$ cat src/rtl/pic_host_sequencer.sv
// rtl/pic_host_sequencer.sv - 8259A host sequencer: init writes, two-pulse INTA, EOI.
// Optional PIC_SEQ_SPECIFIC_EOI_EN: specific EOI from vector[2:0] instead of 8'h20.
module pic_host_sequencer #(
  parameter logic [7:0] ICW1_VAL      = 8'h13,
  parameter logic [7:0] ICW2_VAL      = 8'hA8,
  parameter logic [7:0] ICW3_VAL      = 8'h00,
  parameter logic [7:0] ICW4_VAL      = 8'h01,
  parameter logic [7:0] OCW1_VAL      = 8'h00,
  parameter int         STROBE_CYCLES = 2,
  parameter int         GAP_CYCLES    = 1
) (
  input  logic       clk,
  input  logic       reset,
  input  logic       start,
  input  logic       svc_done,
  output logic       busy,
  output logic       init_done,
  output logic       chip_select,
  output logic       write_enable,
  output logic       A0,
  output logic [7:0] data_out,
  output logic       data_oe,
  input  logic [7:0] data_in,
  input  logic       INT,
  output logic       INTA,
  output logic [7:0] vector,
  output logic       vector_valid,
  output logic       in_service
);

  typedef enum logic [3:0] {
    IDLE, W_SETUP, W_STROBE, W_HOLD, W_NEXT, READY, INTA1, INTA_GAP, INTA2, WAIT_SVC
  } state_t;

  // AEOI only takes effect if ICW4 is actually written
  localparam logic        AEOI        = ICW1_VAL[0] & ICW4_VAL[1];
  localparam logic [15:0] STROBE_LAST = 16'(STROBE_CYCLES - 1);
  localparam logic [15:0] GAP_LAST    = 16'(GAP_CYCLES - 1);
  localparam logic [2:0]  LAST_WORD   = 3'd4;

  state_t      state, state_n;
  logic [15:0] cnt;
  logic [2:0]  word_idx;
  logic        is_eoi;
  logic        start_ok;
  logic [7:0]  eoi_word;

  function automatic logic [7:0] word_for(input logic [2:0] idx);
    case (idx)
      3'd0:    word_for = ICW1_VAL;
      3'd1:    word_for = ICW2_VAL;
      3'd2:    word_for = ICW3_VAL;
      3'd3:    word_for = ICW4_VAL;
      default: word_for = OCW1_VAL;
    endcase
  endfunction

  // Word order ICW1, ICW2, ICW3, ICW4, OCW1 with disabled words skipped
  function automatic logic [2:0] next_word(input logic [2:0] idx);
    next_word = idx + 3'd1;
    if (next_word == 3'd2 && ICW1_VAL[1])  next_word = 3'd3;
    if (next_word == 3'd3 && !ICW1_VAL[0]) next_word = 3'd4;
  endfunction

`ifdef PIC_SEQ_SPECIFIC_EOI_EN
  assign eoi_word = {5'b01100, vector[2:0]};
`else
  assign eoi_word = 8'h20;
`endif

  assign start_ok = start && (state == IDLE || state == READY);

  always_comb begin
    state_n      = state;
    chip_select  = 1'b1;
    write_enable = 1'b1;
    data_oe      = 1'b0;
    INTA         = 1'b1;
    busy         = 1'b1;
    case (state)
      IDLE: begin
        busy = 1'b0;
        if (start) state_n = W_SETUP;
      end
      W_SETUP: begin
        chip_select = 1'b0;
        data_oe     = 1'b1;
        state_n     = W_STROBE;
      end
      W_STROBE: begin
        chip_select  = 1'b0;
        data_oe      = 1'b1;
        write_enable = 1'b0;
        if (cnt == STROBE_LAST) state_n = W_HOLD;
      end
      W_HOLD: begin
        chip_select = 1'b0;
        data_oe     = 1'b1;
        state_n     = W_NEXT;
      end
      W_NEXT: begin
        if (is_eoi || word_idx == LAST_WORD) state_n = READY;
        else                                 state_n = W_SETUP;
      end
      READY: begin
        busy = 1'b0;
        if (start)                 state_n = W_SETUP;
        else if (INT && init_done) state_n = INTA1;
      end
      INTA1: begin
        INTA = 1'b0;
        if (cnt == STROBE_LAST) state_n = INTA_GAP;
      end
      INTA_GAP: begin
        if (cnt == GAP_LAST) state_n = INTA2;
      end
      INTA2: begin
        INTA = 1'b0;
        if (cnt == STROBE_LAST) state_n = AEOI ? READY : WAIT_SVC;
      end
      WAIT_SVC: begin
        busy = 1'b0;
        if (svc_done) state_n = W_SETUP;
      end
      default: state_n = IDLE;
    endcase
  end

  always_ff @(posedge clk) begin
    if (reset) begin
      state        <= IDLE;
      cnt          <= '0;
      word_idx     <= '0;
      is_eoi       <= 1'b0;
      A0           <= 1'b0;
      data_out     <= '0;
      vector       <= '0;
      vector_valid <= 1'b0;
      in_service   <= 1'b0;
      init_done    <= 1'b0;
    end else begin
      state        <= state_n;
      cnt          <= (state_n != state) ? '0 : cnt + 16'd1;
      vector_valid <= 1'b0;
      if (start_ok) begin
        word_idx  <= '0;
        data_out  <= ICW1_VAL;
        A0        <= 1'b0;
        is_eoi    <= 1'b0;
        init_done <= 1'b0;
      end
      case (state)
        W_NEXT: begin
          if (state_n == W_SETUP) begin
            word_idx <= next_word(word_idx);
            data_out <= word_for(next_word(word_idx));
            A0       <= 1'b1;
          end else if (is_eoi) begin
            is_eoi     <= 1'b0;
            in_service <= 1'b0;
          end else begin
            init_done <= 1'b1;
          end
        end
        INTA2: begin
          if (state_n != INTA2) begin
            vector       <= data_in;
            vector_valid <= 1'b1;
            in_service   <= !AEOI;
          end
        end
        WAIT_SVC: begin
          if (svc_done) begin
            is_eoi   <= 1'b1;
            data_out <= eoi_word;
            A0       <= 1'b0;
          end
        end
        default: ;
      endcase
    end
  end

endmodule
$ cat config.mk
export PLATFORM = sky130hd
export DESIGN_NAME = pic_host_sequencer
export DESIGN_NICKNAME = d
export VERILOG_FILES = /design/src/rtl/pic_host_sequencer.sv
export SDC_FILE = /design/constraint.sdc
export NUM_CORES = 1
export LEC_CHECK = 0
export CORE_UTILIZATION = 53
export DETAILED_ROUTE_END_ITERATION = 6
export PLACE_DENSITY_LB_ADDON = 0.3
export SLEW_MARGIN = 20
export SYNTH_ARGS = -nofsm -noshare
export SYNTH_HDL_FRONTEND = slang
export SYNTH_SLANG_ARGS = --single-unit
$ cat constraint.sdc
create_clock -name clk -period 2.2 [get_ports clk]
set_clock_uncertainty 0.1 [all_clocks]
set_input_delay 0.22 -clock clk [delete_from_list [all_inputs] [get_ports clk]]
set_output_delay 0.22 -clock clk [all_outputs]
set_load 0.03 [all_outputs]
**After elaboration in Yosys (flattened, before gate mapping)**

Cells that the tools add are included.

- Register bits: 44
- Output and inout port bits: 25
- Input bits: 13

- Equal/unequal tests: 20
- Add/subtract/negate cells: 2
- Bitwise operators: 1
- Mux-type cells: 45
- Reductions and logical operators: 15

Operators by type and width:

| cell | count |
|---|---|
| $pmux 4 s10 | 1 |
| $mux 4 | 8 |
| $mux 3 | 8 |
| $mux 8 | 3 |
| $pmux 8 s3 | 1 |
| $mux 1 | 20 |
| $add 16x1->16 const B | 1 |
| $eq 16x1->1 const B | 1 |
| $eq 4x3->1 const B | 4 |
| $logic_not 16->1 | 1 |
| $pmux 8 s2 | 1 |
| $eq 4x1->1 const B | 2 |
| $eq 4x2->1 const B | 2 |
| $eq 4x4->1 const B | 2 |
| $eq 3x2->1 const B | 2 |
| $ne 2x2->1 const B | 3 |
| $pmux 1 s2 | 3 |
| $reduce_or 2->1 | 3 |
| $reduce_or 3->1 | 2 |
| $logic_not 4->1 | 1 |
| $ne 4x4->1 | 1 |
| $ne 4x4->1 const B | 1 |
| $reduce_and 4->1 | 1 |
| $add 3x1->3 const B | 1 |
| 8 further kinds | 10 |

**Longest topological paths before layout**

- Depth in word-level cells: 12
- Depth in mapped cells: 9
- Gate-level depth less buffers: 7

**Least setup slack after synthesis**

OpenSTA, ideal clock, no wires.

- Path kind: flip-flop to output port
- From: reg state[1]
- To: out chip_select
- Arrival time: 1727 ps
- Cell stages (with the launch flop): 6
- Slack: 153 ps
- Path buffers: 2
- Path through: dfxtp_1 clkbuf_2 buf_4 nor2_1 nor3_1 inv_1

- Word-level cells in the longest chain between the ends: 3

RTL lines:

| what | line | source |
|---|---|---|
| from (decl) | 41 | `state_t state, state_n;` |
| from (signal assigned) | 142 | `state <= state_n;` |
| $eq 4x2->1 / $eq 4x1->1 (equally long branches) | 80 | `case (state)` |
| $reduce_or 3->1 (no source line) (*) | -- |  |
| $mux 1 (*) | 80 |  |
| to (decl) | 18 | `output logic chip_select,` |

Every way passes the cells marked *; elsewhere a longest branch is shown, timed or not.

**Final worst setup path**

- From: reg word_idx[0]
- To: reg cnt[0]

- Word-level cells in the longest chain between the ends: 6

RTL lines:

| what | line | source |
|---|---|---|
| from (decl) | 43 | `logic [2:0] word_idx;` |
| from (signal assigned) | 155 | `word_idx <= next_word(word_idx);` |
| $eq 3x3->1 | 102 | `if (is_eoi \|\| word_idx == LAST_WORD) state_n = READY;` |
| $logic_or 1x1->1 | 102 |  |
| $mux 3 | 102 |  |
| $pmux 4 s10 | 80 |  |
| $ne 4x4->1 | 143 | `cnt <= (state_n != state) ? '0 : cnt + 16'd1;` |
| $reduce_or 2->1 (no source line) | -- |  |
| to (signal assigned) | 143 |  |
| to (decl) | 42 | `logic [15:0] cnt;` |

No other way between the ends.
A chain may end at the register's enable or synchronous reset.

==> results.toml <==
[layout]
finalNetCount = 320
antenna_cells = 0
area_growth_pct = 28.5
final_area_um2 = 2900
layout-drive-gt1-share_pct = 15.6

[global_route]
grt_pass1_wl_mm = 8.07
grt_most_used_layer = "met2"
grt_pass1_vias = 1820
grtUsageMet3_pct = 5.74
track_usage_pct = 24.0
grt_overflow = 0
antenna_found_initial = 0
use_met1_pct = 29.1
grt_util_met2_pct = 40.1
grt_max_degree = 28

[min_path]
min_path_type = "reg -> reg"
min_path_cells = 1

[worst_setup_path]
worst-path-max-fanout = 16
cp-start-kind = "flip-flop"
critPathBufInv = 2
worstPathRequired_ps = 2320
cp.depth = 8
crit_arrival_ps = 2240
crit_path_end_kind = "flip-flop"
critPathMaxStageDelay_ps = 350
crit_top_cell = "a211oi_1"
criticalPathCategory = "reg -> reg"
crit_slowest_cell = "dfxtp_1"
path_delay_family = "compound AO/OA/AOI/OAI gates"
ff2ff_path_depth = 8
crit_path_cell_trace = "inv_1 -> ha_2 -> a21oi_1 -> mux2i_2 -> a211oi_1 -> or3_1 -> buf_4 -> a211oi_1"

[placement]
dpl-instance-area_um2 = 2730
place_ws_ps = -29.5
io_buffers = 37
hpwl_mm = 3.48
place.gp.congestion = 0.810

[power]
switching_share_pct = 29.4
power_frac_seq_pct = 44.1
p_int_mw = 1.36
leakagePower_nw = 1.04
clockPowerShare_pct = 34.1
comb_power_share_pct = 21.8
p_switching_mw = 0.569
pwr_density_cell_nw_per_um2 = 667
ir_drop_v = 0.000560
report.power.total_mw = 1.93

[cts]
h-tree-depth = 2
clock_path_buffers = 2
clock_latency_ps = 300
cts_root_buf = "clkbuf_8"
clk_pin_slew_ps = 90
cts_tree = "done"
cts.sinks = 44
cts_buffers = 5

[timing]
setup_violations = 0
hold_ws_ps = 369
rsz0062_at_grt = "yes"
relSlewSlack_pct = 73.3
period_needed_ps = 2120
timing.final.ws_setup_ps = 81.0
tns_ps = 0
hold_viol_final = 0
report.final.slew_viol_count = 0
max_freq_ghz = 0.472
period_share_pct = 96.3
tightestPinTransition_ps = 397

[yosys]
yosys_warnings = 0
synth_fp_nets = 275
synth_seq_cells = 44
async_reset_ff_share_pct = 0
yosys.cell_types.count = 47
yosysTopAreaCellShare_pct = 39.1
syn-mean-instance-area_um2 = 8.81
synth_top_area_cell = "dfxtp_1"
synth_common_cells = "dfxtp_1 (44), nor2_1 (29), nand3_1 (19)"
syn_area_um2 = 2250
synth_most_common_cell = "dfxtp_1"
synth-edff-count = 0
syn-instance-count = 256
yosys-top-cells-area = "dfxtp_1 (39%), nor2_1 (4.8%), xor2_1 (4.3%)"
synth-seq-area-share_pct = 39.1
synth_ff_type = "dfxtp_1"

[floorplanning]
rows = 23
initial_core_util_pct = 56.0
floorplan.die_area_um2 = 4520
ios = 38
die_h_um = 67.2
die_w_um = 67.2
core_area_um2 = 4030

[route]
wl_per_cell_um = 14.7
drcViolationCount = 0
wirelength_mm = 5.17
vias = 2010
drt_iter0_drc = 142
viasPerCell = 5.71
first_pass_iters = 4
antenna_left = 0

[outcome]
status = "completed"

[flow_run]
maxCapViolations = 0
-- repair_timing --
action,4_1_cts,5_1_grt
gates cloned,0,0
setup buffers,0,2
gates resized for setup,4,9
endpoints found under the setup margin,4,35
hold buffers,0,0
-- path summary, 6_finish.rpt --
kind	startpoint	endpoint	slack (ps)
setup / recovery	word_idx[0]	cnt[0]	80
hold / removal	data_out[2]	data_out[2]	370
setup reg to reg	word_idx[0]	cnt[0]	80
hold reg to reg	data_out[2]	data_out[2]	370
-- sequential cells by signal, indices dropped and copies added, names as in the netlist --
register / flops
init_done: 1
vector: 8
word_idx: 3
state: 4
cnt: 16
A0: 1
data_out: 8
vector_valid: 1
in_service: 1
is_eoi: 1
-- kinds of logic (layout without fill, tap and decap cells) --
| group | Yosys count | after routing | share of synthesized area, % |
|---|---|---|---|
| DFF | 44 | 44 | 39.1 |
| and+or+nand+nor | 102 | 102 | 23.4 |
| adders and majority gates | 6 | 6 | 3.33 |
| xor gates and xnor gates | 16 | 16 | 6.22 |
| buffers and inverters | 24 | 70 | 5.16 |
| muxes | 9 | 9 | 4.00 |
| AOI/OAI and AO/OA | 55 | 55 | 18.9 |
-- layout by cell type, fill, tap and decap left out, types with 3 or more instances in the layout --
cell type,n
dfxtp_1,40
a211oi_1,7
xnor2_1,5
clkbuf_8,6
buf_4,16
nand4_1,6
dfxtp_2,4
o21ai_0,4
mux2i_1,8
and2_1,3
nand2_1,12
nand3b_1,3
nand3_1,19
nor3_1,8
inv_1,8
xor2_1,11
a21oi_1,18
nor2_1,29
clkdlybuf4s50_1,34
nand2b_1,6
a211oi_2,9
nor4_1,3
ha_1,5
-- through the flow --
| step | instances | utilization [%] |
|---|---|---|
| finish | 352 | 71.9 |
| global route | 352 | 71.9 |
| CTS | 350 | 70.7 |
| detailed placement | 342 | 67.7 |
| global placement | 342 | 67.7 |
| floorplan | 256 | - |
-- area by class of cell --
cell class,instances,area [um2]
inverters,8,30.0
repair buffers,54,514
well taps,50,62.6
clock buffers,6,82.6
multi-input cells,188,1280
clock inverters,2,38.8
flip-flops and latches,44,886
fillers,318,1130
-- power groups by stage --
stage | combinational, mW | clock, mW | sequential, mW
2_1_floorplan | 0.278 | 0 | 0.873
3_3_place_gp | 0.404 | 0 | 0.868
3_5_place_dp | 0.412 | 0 | 0.870
4_1_cts | 0.412 | 0.675 | 0.852
5_1_grt | 0.457 | 0.702 | 0.859
6_report | 0.421 | 0.659 | 0.854
-- routing by layer --
layer,vias to the layer above,wire length [um]
li1,1011,-
met1,936,2310
met2,55,2510
met3,8,266
met4,0,80
met5,-,0
Note: power is estimated with default switching activity, not from simulation.
